## config.mk

```make
export PLATFORM = sky130hd
export DESIGN_NAME = tl_buffer_ad
export DESIGN_NICKNAME = d
export VERILOG_FILES = /design/src/rtl/tl_buffer_ad.sv
export SDC_FILE = /design/constraint.sdc
export NUM_CORES = 1
export LEC_CHECK = 0
export ABC_AREA = 1
export ABC_CLOCK_PERIOD_IN_PS = 2500
export CORE_AREA = 2 2 236 238
export DETAILED_ROUTE_END_ITERATION = 12
export DIE_AREA = 0 0 238 240
export GPL_ROUTABILITY_DRIVEN = 0
export PLACE_DENSITY = 0.65
export SLEW_MARGIN = 20
export SYNTH_ARGS = -nofsm -noshare
export SYNTH_HDL_FRONTEND = slang
export SYNTH_SLANG_ARGS = --single-unit
```

## constraint.sdc

```tcl
create_clock -name clock -period 2.5 [get_ports clock]
set_input_delay 0.25 -clock clock [delete_from_list [all_inputs] [get_ports clock]]
set_output_delay 0.25 -clock clock [all_outputs]
set_load 0.01 [all_outputs]
```

## src/rtl/tl_buffer_ad.sv

```systemverilog
// tl_buffer_ad: TileLink-UL buffer stage registering the A and D channels in
// independent circular queues so no ready/valid/bits path crosses the stage.

module tl_buffer_ad_queue #(
    parameter int DEPTH = 2,
    parameter int W     = 8
) (
    input  logic         clock,
    input  logic         reset,
    input  logic         i_valid,
    output logic         o_ready,
    input  logic [W-1:0] i_bits,
    output logic         o_valid,
    input  logic         i_ready,
    output logic [W-1:0] o_bits
);
    localparam int PW = (DEPTH > 1) ? $clog2(DEPTH) : 1;
    localparam int CW = $clog2(DEPTH + 1);

    logic [W-1:0]  r_mem [DEPTH];
    logic [PW-1:0] r_wr, r_rd;
    logic [CW-1:0] r_count;
    logic          w_enq, w_deq;
    logic [PW-1:0] w_wr_nxt, w_rd_nxt;

    // Readies drop while reset is held and rise as soon as it releases.
    assign o_ready  = reset && (r_count != CW'(DEPTH));
    assign o_valid  = (r_count != '0);
    assign o_bits   = r_mem[r_rd];
    assign w_enq    = i_valid && o_ready;
    assign w_deq    = o_valid && i_ready;
    assign w_wr_nxt = (r_wr == PW'(DEPTH - 1)) ? '0 : r_wr + PW'(1);
    assign w_rd_nxt = (r_rd == PW'(DEPTH - 1)) ? '0 : r_rd + PW'(1);

    always_ff @(posedge clock or negedge reset) begin
        if (!reset) begin
            r_wr    <= '0;
            r_rd    <= '0;
            r_count <= '0;
            for (int i = 0; i < DEPTH; i++) r_mem[i] <= '0;
        end else begin
            if (w_enq) begin
                r_mem[r_wr] <= i_bits;
                r_wr        <= w_wr_nxt;
            end
            if (w_deq) r_rd <= w_rd_nxt;
            if (w_enq && !w_deq) r_count <= r_count + CW'(1);
            else if (w_deq && !w_enq) r_count <= r_count - CW'(1);
        end
    end

    a_no_enq_full:  assert property (@(posedge clock) disable iff (!reset) !(w_enq && r_count == CW'(DEPTH)));
    a_no_deq_empty: assert property (@(posedge clock) disable iff (!reset) !(w_deq && r_count == '0));
    a_count_range:  assert property (@(posedge clock) disable iff (!reset) r_count <= CW'(DEPTH));
endmodule

module tl_buffer_ad #(
    parameter int A_DEPTH = 2,
    parameter int D_DEPTH = 2
) (
    input  logic        clock,
    input  logic        reset,
    input  logic        auto_in_a_valid,
    output logic        auto_in_a_ready,
    input  logic [2:0]  auto_in_a_bits_opcode,
    input  logic [2:0]  auto_in_a_bits_param,
    input  logic [3:0]  auto_in_a_bits_size,
    input  logic [2:0]  auto_in_a_bits_source,
    input  logic [30:0] auto_in_a_bits_address,
    input  logic [7:0]  auto_in_a_bits_mask,
    input  logic [63:0] auto_in_a_bits_data,
    input  logic        auto_in_a_bits_corrupt,
    output logic        auto_out_a_valid,
    input  logic        auto_out_a_ready,
    output logic [2:0]  auto_out_a_bits_opcode,
    output logic [2:0]  auto_out_a_bits_param,
    output logic [3:0]  auto_out_a_bits_size,
    output logic [2:0]  auto_out_a_bits_source,
    output logic [30:0] auto_out_a_bits_address,
    output logic [7:0]  auto_out_a_bits_mask,
    output logic [63:0] auto_out_a_bits_data,
    output logic        auto_out_a_bits_corrupt,
    input  logic        auto_out_d_valid,
    output logic        auto_out_d_ready,
    input  logic [2:0]  auto_out_d_bits_opcode,
    input  logic [1:0]  auto_out_d_bits_param,
    input  logic [3:0]  auto_out_d_bits_size,
    input  logic [2:0]  auto_out_d_bits_source,
    input  logic        auto_out_d_bits_sink,
    input  logic        auto_out_d_bits_denied,
    input  logic [63:0] auto_out_d_bits_data,
    input  logic        auto_out_d_bits_corrupt,
    output logic        auto_in_d_valid,
    input  logic        auto_in_d_ready,
    output logic [2:0]  auto_in_d_bits_opcode,
    output logic [1:0]  auto_in_d_bits_param,
    output logic [3:0]  auto_in_d_bits_size,
    output logic [2:0]  auto_in_d_bits_source,
    output logic        auto_in_d_bits_sink,
    output logic        auto_in_d_bits_denied,
    output logic [63:0] auto_in_d_bits_data,
    output logic        auto_in_d_bits_corrupt
);
    logic [116:0] w_a_in, w_a_out;
    logic [78:0]  w_d_in, w_d_out;

    assign w_a_in = {auto_in_a_bits_opcode, auto_in_a_bits_param, auto_in_a_bits_size,
                     auto_in_a_bits_source, auto_in_a_bits_address, auto_in_a_bits_mask,
                     auto_in_a_bits_data, auto_in_a_bits_corrupt};
    assign {auto_out_a_bits_opcode, auto_out_a_bits_param, auto_out_a_bits_size,
            auto_out_a_bits_source, auto_out_a_bits_address, auto_out_a_bits_mask,
            auto_out_a_bits_data, auto_out_a_bits_corrupt} = w_a_out;
    assign w_d_in = {auto_out_d_bits_opcode, auto_out_d_bits_param, auto_out_d_bits_size,
                     auto_out_d_bits_source, auto_out_d_bits_sink, auto_out_d_bits_denied,
                     auto_out_d_bits_data, auto_out_d_bits_corrupt};
    assign {auto_in_d_bits_opcode, auto_in_d_bits_param, auto_in_d_bits_size,
            auto_in_d_bits_source, auto_in_d_bits_sink, auto_in_d_bits_denied,
            auto_in_d_bits_data, auto_in_d_bits_corrupt} = w_d_out;

    tl_buffer_ad_queue #(.DEPTH(A_DEPTH), .W(117)) u_a_q (
        .clock   (clock),
        .reset   (reset),
        .i_valid (auto_in_a_valid),
        .o_ready (auto_in_a_ready),
        .i_bits  (w_a_in),
        .o_valid (auto_out_a_valid),
        .i_ready (auto_out_a_ready),
        .o_bits  (w_a_out)
    );

    tl_buffer_ad_queue #(.DEPTH(D_DEPTH), .W(79)) u_d_q (
        .clock   (clock),
        .reset   (reset),
        .i_valid (auto_out_d_valid),
        .o_ready (auto_out_d_ready),
        .i_bits  (w_d_in),
        .o_valid (auto_in_d_valid),
        .i_ready (auto_in_d_ready),
        .o_bits  (w_d_out)
    );
endmodule
```

### Word level (Yosys, flattened, before mapping)

Index checks and enable logic that the tools add are counted.

| storage, ports and cells | value |
|---|---|
| bits in registers | 400 |
| input bits | 202 |
| output and inout port bits | 200 |
| word-level logic and storage cells | 70 |

| operators by class | value |
|---|---|
| $add $sub $neg | 8 |
| $lt $le $gt $ge | 6 |
| equality and inequality tests | 2 |
| multiplexer cells | 20 |
| bitwise gates (word level) | 4 |
| reductions and logical operators | 20 |

Operators by type and width:

| kind | number |
|---|---|
| $mux 117 | 4 |
| $mux 79 | 4 |
| $bwmux 234 | 1 |
| $bwmux 158 | 1 |
| $demux 117 s1 | 1 |
| $demux 79 s1 | 1 |
| $logic_and 1x1->1 | 12 |
| $ge 2x2->1 const B | 4 |
| $mux 2 | 4 |
| $not 1->2 | 4 |
| $reduce_bool 2->1 | 4 |
| $add 1x1->1 const B | 4 |
| $add 2x1->2 const B | 2 |
| $logic_not 1->1 | 4 |
| $lt 2x1->1 const B | 2 |
| $mux 1 | 4 |
| $ne 2x2->1 const B | 2 |
| $sub 2x1->2 const B | 2 |

### Depth between registers and ports, before layout

| depth | value |
|---|---|
| depth in word-level cells | 7 |
| depth in mapped cells | 11 |
| depth with buffers taken out | 9 |

### Hierarchy

A second synthesis with hierarchy kept.

| second synthesis, totals | value |
|---|---|
| cells, all modules | 2426 |
| area total of the unflattened synthesis | 18870.6 um^2 |

By module, submodules not included:

| module | instances | cells each | area each (um^2) | sequential area each (um^2) |
|---|---|---|---|---|
| tl_buffer_ad_queue at u_a_q | 1 | 1443 | 11249.5 | 5955.7 |
| tl_buffer_ad_queue at u_d_q | 1 | 983 | 7621.1 | 4053.9 |

### Worst setup path before layout

No wires, ideal clock.

| timing | value |
|---|---|
| kind | register -> register |
| from | register u_d_q.r_count[0] |
| to | register u_d_q.r_count[1] |
| setup time | 0.117 ns |
| arrival | 1.433 ns |
| required time | 2.383 ns |
| slack | 0.950 ns |
| cell stages (with the launch flop) | 10 |
| buffers on the path | 1 |
| clock period less this slack | 1.550 ns |
| cells stage by stage | dfrtp_1 > inv_1 > a21oi_2 > buf_2 > nand2_1 > inv_1 > ha_1 > or2_2 > nand4_1 > nand2_1 |

| between the ends | value |
|---|---|
| longest elaborated chain between the ends | 6 |
| elaborated cells on any way between the ends | 14 |
| those cells by class | add/sub (2); eq/ne (1); mux (2); reduce/logical (9) |

Ends and longest elaborated chain:

| what | line | text |
|---|---|---|
| from (decl) | 22 | `logic [CW-1:0] r_count;` |
| from (signal assigned) | 47 | `if (w_enq && !w_deq) r_count <= r_count + CW'(1);` |
| from (signal assigned) | 48 | `else if (w_deq && !w_enq) r_count <= r_count - CW'(1);` |
| $ne 2x2->1 (*) | 27 | `assign o_ready = reset && (r_count != CW'(DEPTH));` |
| $logic_and 1x1->1 (*) | 27 |  |
| $logic_and 1x1->1 (*) | 30 | `assign w_enq = i_valid && o_ready;` |
| named net u_d_q.w_enq | 23 | `logic w_enq, w_deq;` |
| $logic_not 1->1 | 48 |  |
| $logic_and 1x1->1 | 48 |  |
| $reduce_bool 2->1 (no source line) | -- |  |

Mark *: on every way through the listed nets, which the timed path passes. The rest lies on a longest branch. The select of a mux whose other input is x is not followed.
A chain may end at the register's enable or synchronous reset.

### Worst setup path in the final report

| timing | value |
|---|---|
| from | register u_a_q.r_rd |
| to | output auto_out_a_bits_address[6] |

| between the ends | value |
|---|---|
| longest elaborated chain between the ends | 4 |

Ends and longest elaborated chain:

| what | line | text |
|---|---|---|
| from (decl) | 21 | `logic [PW-1:0] r_wr, r_rd;` |
| from (signal assigned) | 46 | `if (w_deq) r_rd <= w_rd_nxt;` |
| $not 1->2 (implied by the code) | 29 | `assign o_bits = r_mem[r_rd];` |
| $mux 117 (implied by the code) (3 in a row) | 29 |  |
| to (decl) | 79 | `output logic [30:0] auto_out_a_bits_address,` |

Every way passes these cells. The select of a mux whose other input is x is not followed.

==> qor.yml <==
outcome: "complete, no violations"
power_density_nw_per_um2: 1360
dp_hpwl_um: 37700
synth_top_family_by_area: "simple AND/OR/NAND/NOR gates"
clk_latency_ns: 0.58
required_ns: 2.25
period_minus_slack_ns: 2.46
top_layer: "met5"
rsz0062_at_grt: "true"
power_leakage_nw: 13.3
max-cap-violations: 0
setup_violations: 0
rows: 86
ys_ff_latch: 400
syn2layout_area_growth_pct: 33.5
start_kind: "register"
synth_mux_area_frac: 0
worstHoldPathType: "input port to register"
fillers: 5275
yosysSeqAreaShare: 0.531
synth_fa_ha_area_frac: 0.00133
reg2reg_depth: 5
async_flop_share: 1.00
grt_pass1_wl_um: 101000
vias: 18500
die_h_um: 240
synth_area_um2: 18900
wl_per_cell_um: 18.8
synth_compound_gate_area_share: 0.000929
power_frac_seq: 0.333
drc_errors: 0
dr_wl_met3_um: 6230
report.final.slew_viol_count: 0
cp-end-kind: "output port"
worstMarginPinSlew_ns: 1.08
fin_util: 0.461
cts_tree: "done"
worst_slack_ns: 0.0410
die_w_um: 238
rr_startpoint: "u_a_q.r_count[1]$_DFFE_PN0P_"
firstDrtPassIters: 5
ys_types: 17
drt_iter0_drc: 1704
port_buffers: 401
cts_made_buffers: 47
critPathArrivalTime_ns: 2.21
dpl_worst_slack_ns: 0.396
p_clk_frac: 0.195
wl_met1_um: 26700
r2r_end: "u_a_q.r_mem[9]$_DFFE_PN0P_"
min_to: "u_a_q.r_mem[180]$_DFFE_PN0P_"
grt_max_degree: 209
crit_chain: "inv_16 > buf_12 > nand2_1 > nand2_1 > clkdlybuf4s50_1"
syn_nets: 2630
crit_path_max_fanout: 26
synth-edff-count: 0
routed_wl_um: 65100
clockBufferDepth: 3
grt_usage: 0.220
p_switching_mw: 13.9
syn_avg_cell_area_um2: 7.78
grt_overflow_total: 0
worstHoldStart: "auto_in_a_valid"
design.core.area_um2: 54700
finalHoldViolations: 0
crit_type: "register to output port"
cts-htree-levels: 2
grt_antenna_before_repair: 8
cpPeakStageDelay_ns: 0.60
ir_drop_mv: 0.790
clock-sinks: 400
cts_root_buf: "clkbuf_16"
synth_flop_cell: "dfrtp_1"
first_global_vias: 18000
maxSlewHeadroom: 0.280
syn_inst: 2426
synth_xor_area_frac: 0.00186
clk_pin_slew_ns: 0.06
tns_ns: 0
p_sw_frac: 0.407
wl_met2_um: 30200
dieArea_um2: 57100
combinationalPowerShare: 0.472
p_int_mw: 20.3
drive_gt1_frac: 0.0521
max_freq_mhz: 407
period_share: 0.984
crit_path_top_delay_cell: "dfrtp_4"
finClkSkew_ns: 0.0262
ioPinCount: 402
ant_nets: 0
start_util: 0.345
hold_depth: 3
crit_top_cell: "nand2_1"
reg2reg_setup_slack_ns: 0.58
yosys.area_share.simple: 0.410
viasPerCell: 5.34
nets: 2920
ys_warn_count: 0
==> flip-flops by register name, summed over array words and instances, names as in the netlist <==
name	flops
u_d_q.r_count	2
u_d_q.r_rd	1
u_a_q.r_count	2
u_a_q.r_wr	1
u_d_q.r_mem	158
u_a_q.r_rd	1
u_a_q.r_mem	234
u_d_q.r_wr	1
==> metrics by stage <==
step / cells / total power, mW / area (um^2) / hold WS (ns)
after floorplan: 2426 / 19.3 / 18900 / -0.0456
after detailed placement: 3358 / 27.4 / 23300 / 0.119
after global routing: 3454 / 36.6 / 25200 / 0.0610
after global placement: 3358 / 27.0 / 23300 / 0.118
final: 3457 / 34.3 / 25200 / 0.0604
after CTS: 3445 / 34.5 / 25000 / 0.0293
==> layout by cell type (no fill, tap or decap), drive strengths merged, types with 7 or more instances in the layout <==
| master | count |
|---|---|
| dlygate4sd2 | 26 |
| dfrtp | 400 |
| dlymetal6s2s | 34 |
| clkbuf | 67 |
| nand2 | 1390 |
| inv | 15 |
| nand4 | 398 |
| clkdlybuf4s50 | 338 |
| buf | 52 |
| clkinv | 11 |
| diode | 7 |
==> cell usage after synthesis (6+ instances only) <==
library cell,number,share of area
clkbuf_1,109,0.022
buf_2,67,0.018
inv_2,6,0.0012
inv_1,7,0.0014
nand2_1,1390,0.28
buf_4,25,0.0099
buf_1,11,0.0022
nand4_1,396,0.13
dfrtp_1,400,0.53
==> power groups by stage <==
stage	Clock (mW)	Combinational [mW]	Sequential (mW)
after floorplan	0	8.56	10.8
after global placement	0	15.8	11.2
after detailed placement	0	16.0	11.4
after CTS	6.83	16.3	11.4
after global routing	7.11	17.8	11.7
final	6.67	16.2	11.4
==> worst max-delay path: cells and delay by family, from the launching register on <==
kind | cells | cell delay [ns]
simple gates | 2 | 0.14
buf+inv | 3 | 0.88
flops | 1 | 0.60
==> routing by layer <==
metal | vias to the layer above | global-route usage
li1 | 8560 | -
met1 | 9013 | 0.287
met2 | 738 | 0.347
met3 | 132 | 0.0676
met4 | 8 | 0.0777
met5 | - | 0
==> area by class of cell <==
cell class | count | area (um^2) | share of cell area
Timing Repair inverter | 1 | 16.3 | 0.000646
Antenna cell | 7 | 17.5 | 0.000696
Inverter | 13 | 67.6 | 0.00268
Clock buffer | 65 | 1370 | 0.0542
Tap cell | 704 | 881 | 0.0350
Sequential cell | 400 | 10000 | 0.398
Clock inverter | 14 | 120 | 0.00477
Timing Repair Buffer | 453 | 4840 | 0.192
Multi-Input combinational cell | 1800 | 7850 | 0.312
==> cells by family after synthesis <==
| logic type | after synthesis |
|---|---|
| AO/OA/AOI/OAI | 2 |
| XOR/XNOR | 4 |
| adder cells (fa/ha/maj) | 2 |
| buffers and inverters | 226 |
| flip-flops | 400 |
| AND/OR/NAND/NOR | 1792 |
==> worst max-delay path by stage <==
stage,startpoint,to,slack [ns],cells past startpoint
after floorplan,u_d_q.r_count[0]$_DFFE_PN0P_,u_d_q.r_count[1]$_DFFE_PN0P_,0.95,9
after global placement,u_a_q.r_rd$_DFFE_PN0P_,auto_out_a_bits_address[15],0.42,5
after detailed placement,u_a_q.r_rd$_DFFE_PN0P_,auto_out_a_bits_data[25],0.40,5
after CTS,u_a_q.r_rd$_DFFE_PN0P_,auto_out_a_bits_data[55],-0.02,5
after global routing,u_a_q.r_rd$_DFFE_PN0P_,auto_out_a_bits_address[6],-0.04,5
final,u_a_q.r_rd$_DFFE_PN0P_,auto_out_a_bits_address[6],0.04,5
==> timing repair <==
item	CTS	global route
hold buffers	1	0
buffers inserted	3	2
resized for setup	37	37
gates cloned	4	2
hold endpoints to repair	57	0
endpoints found under the setup margin	117	101
Power figures use the tool's default switching activity.
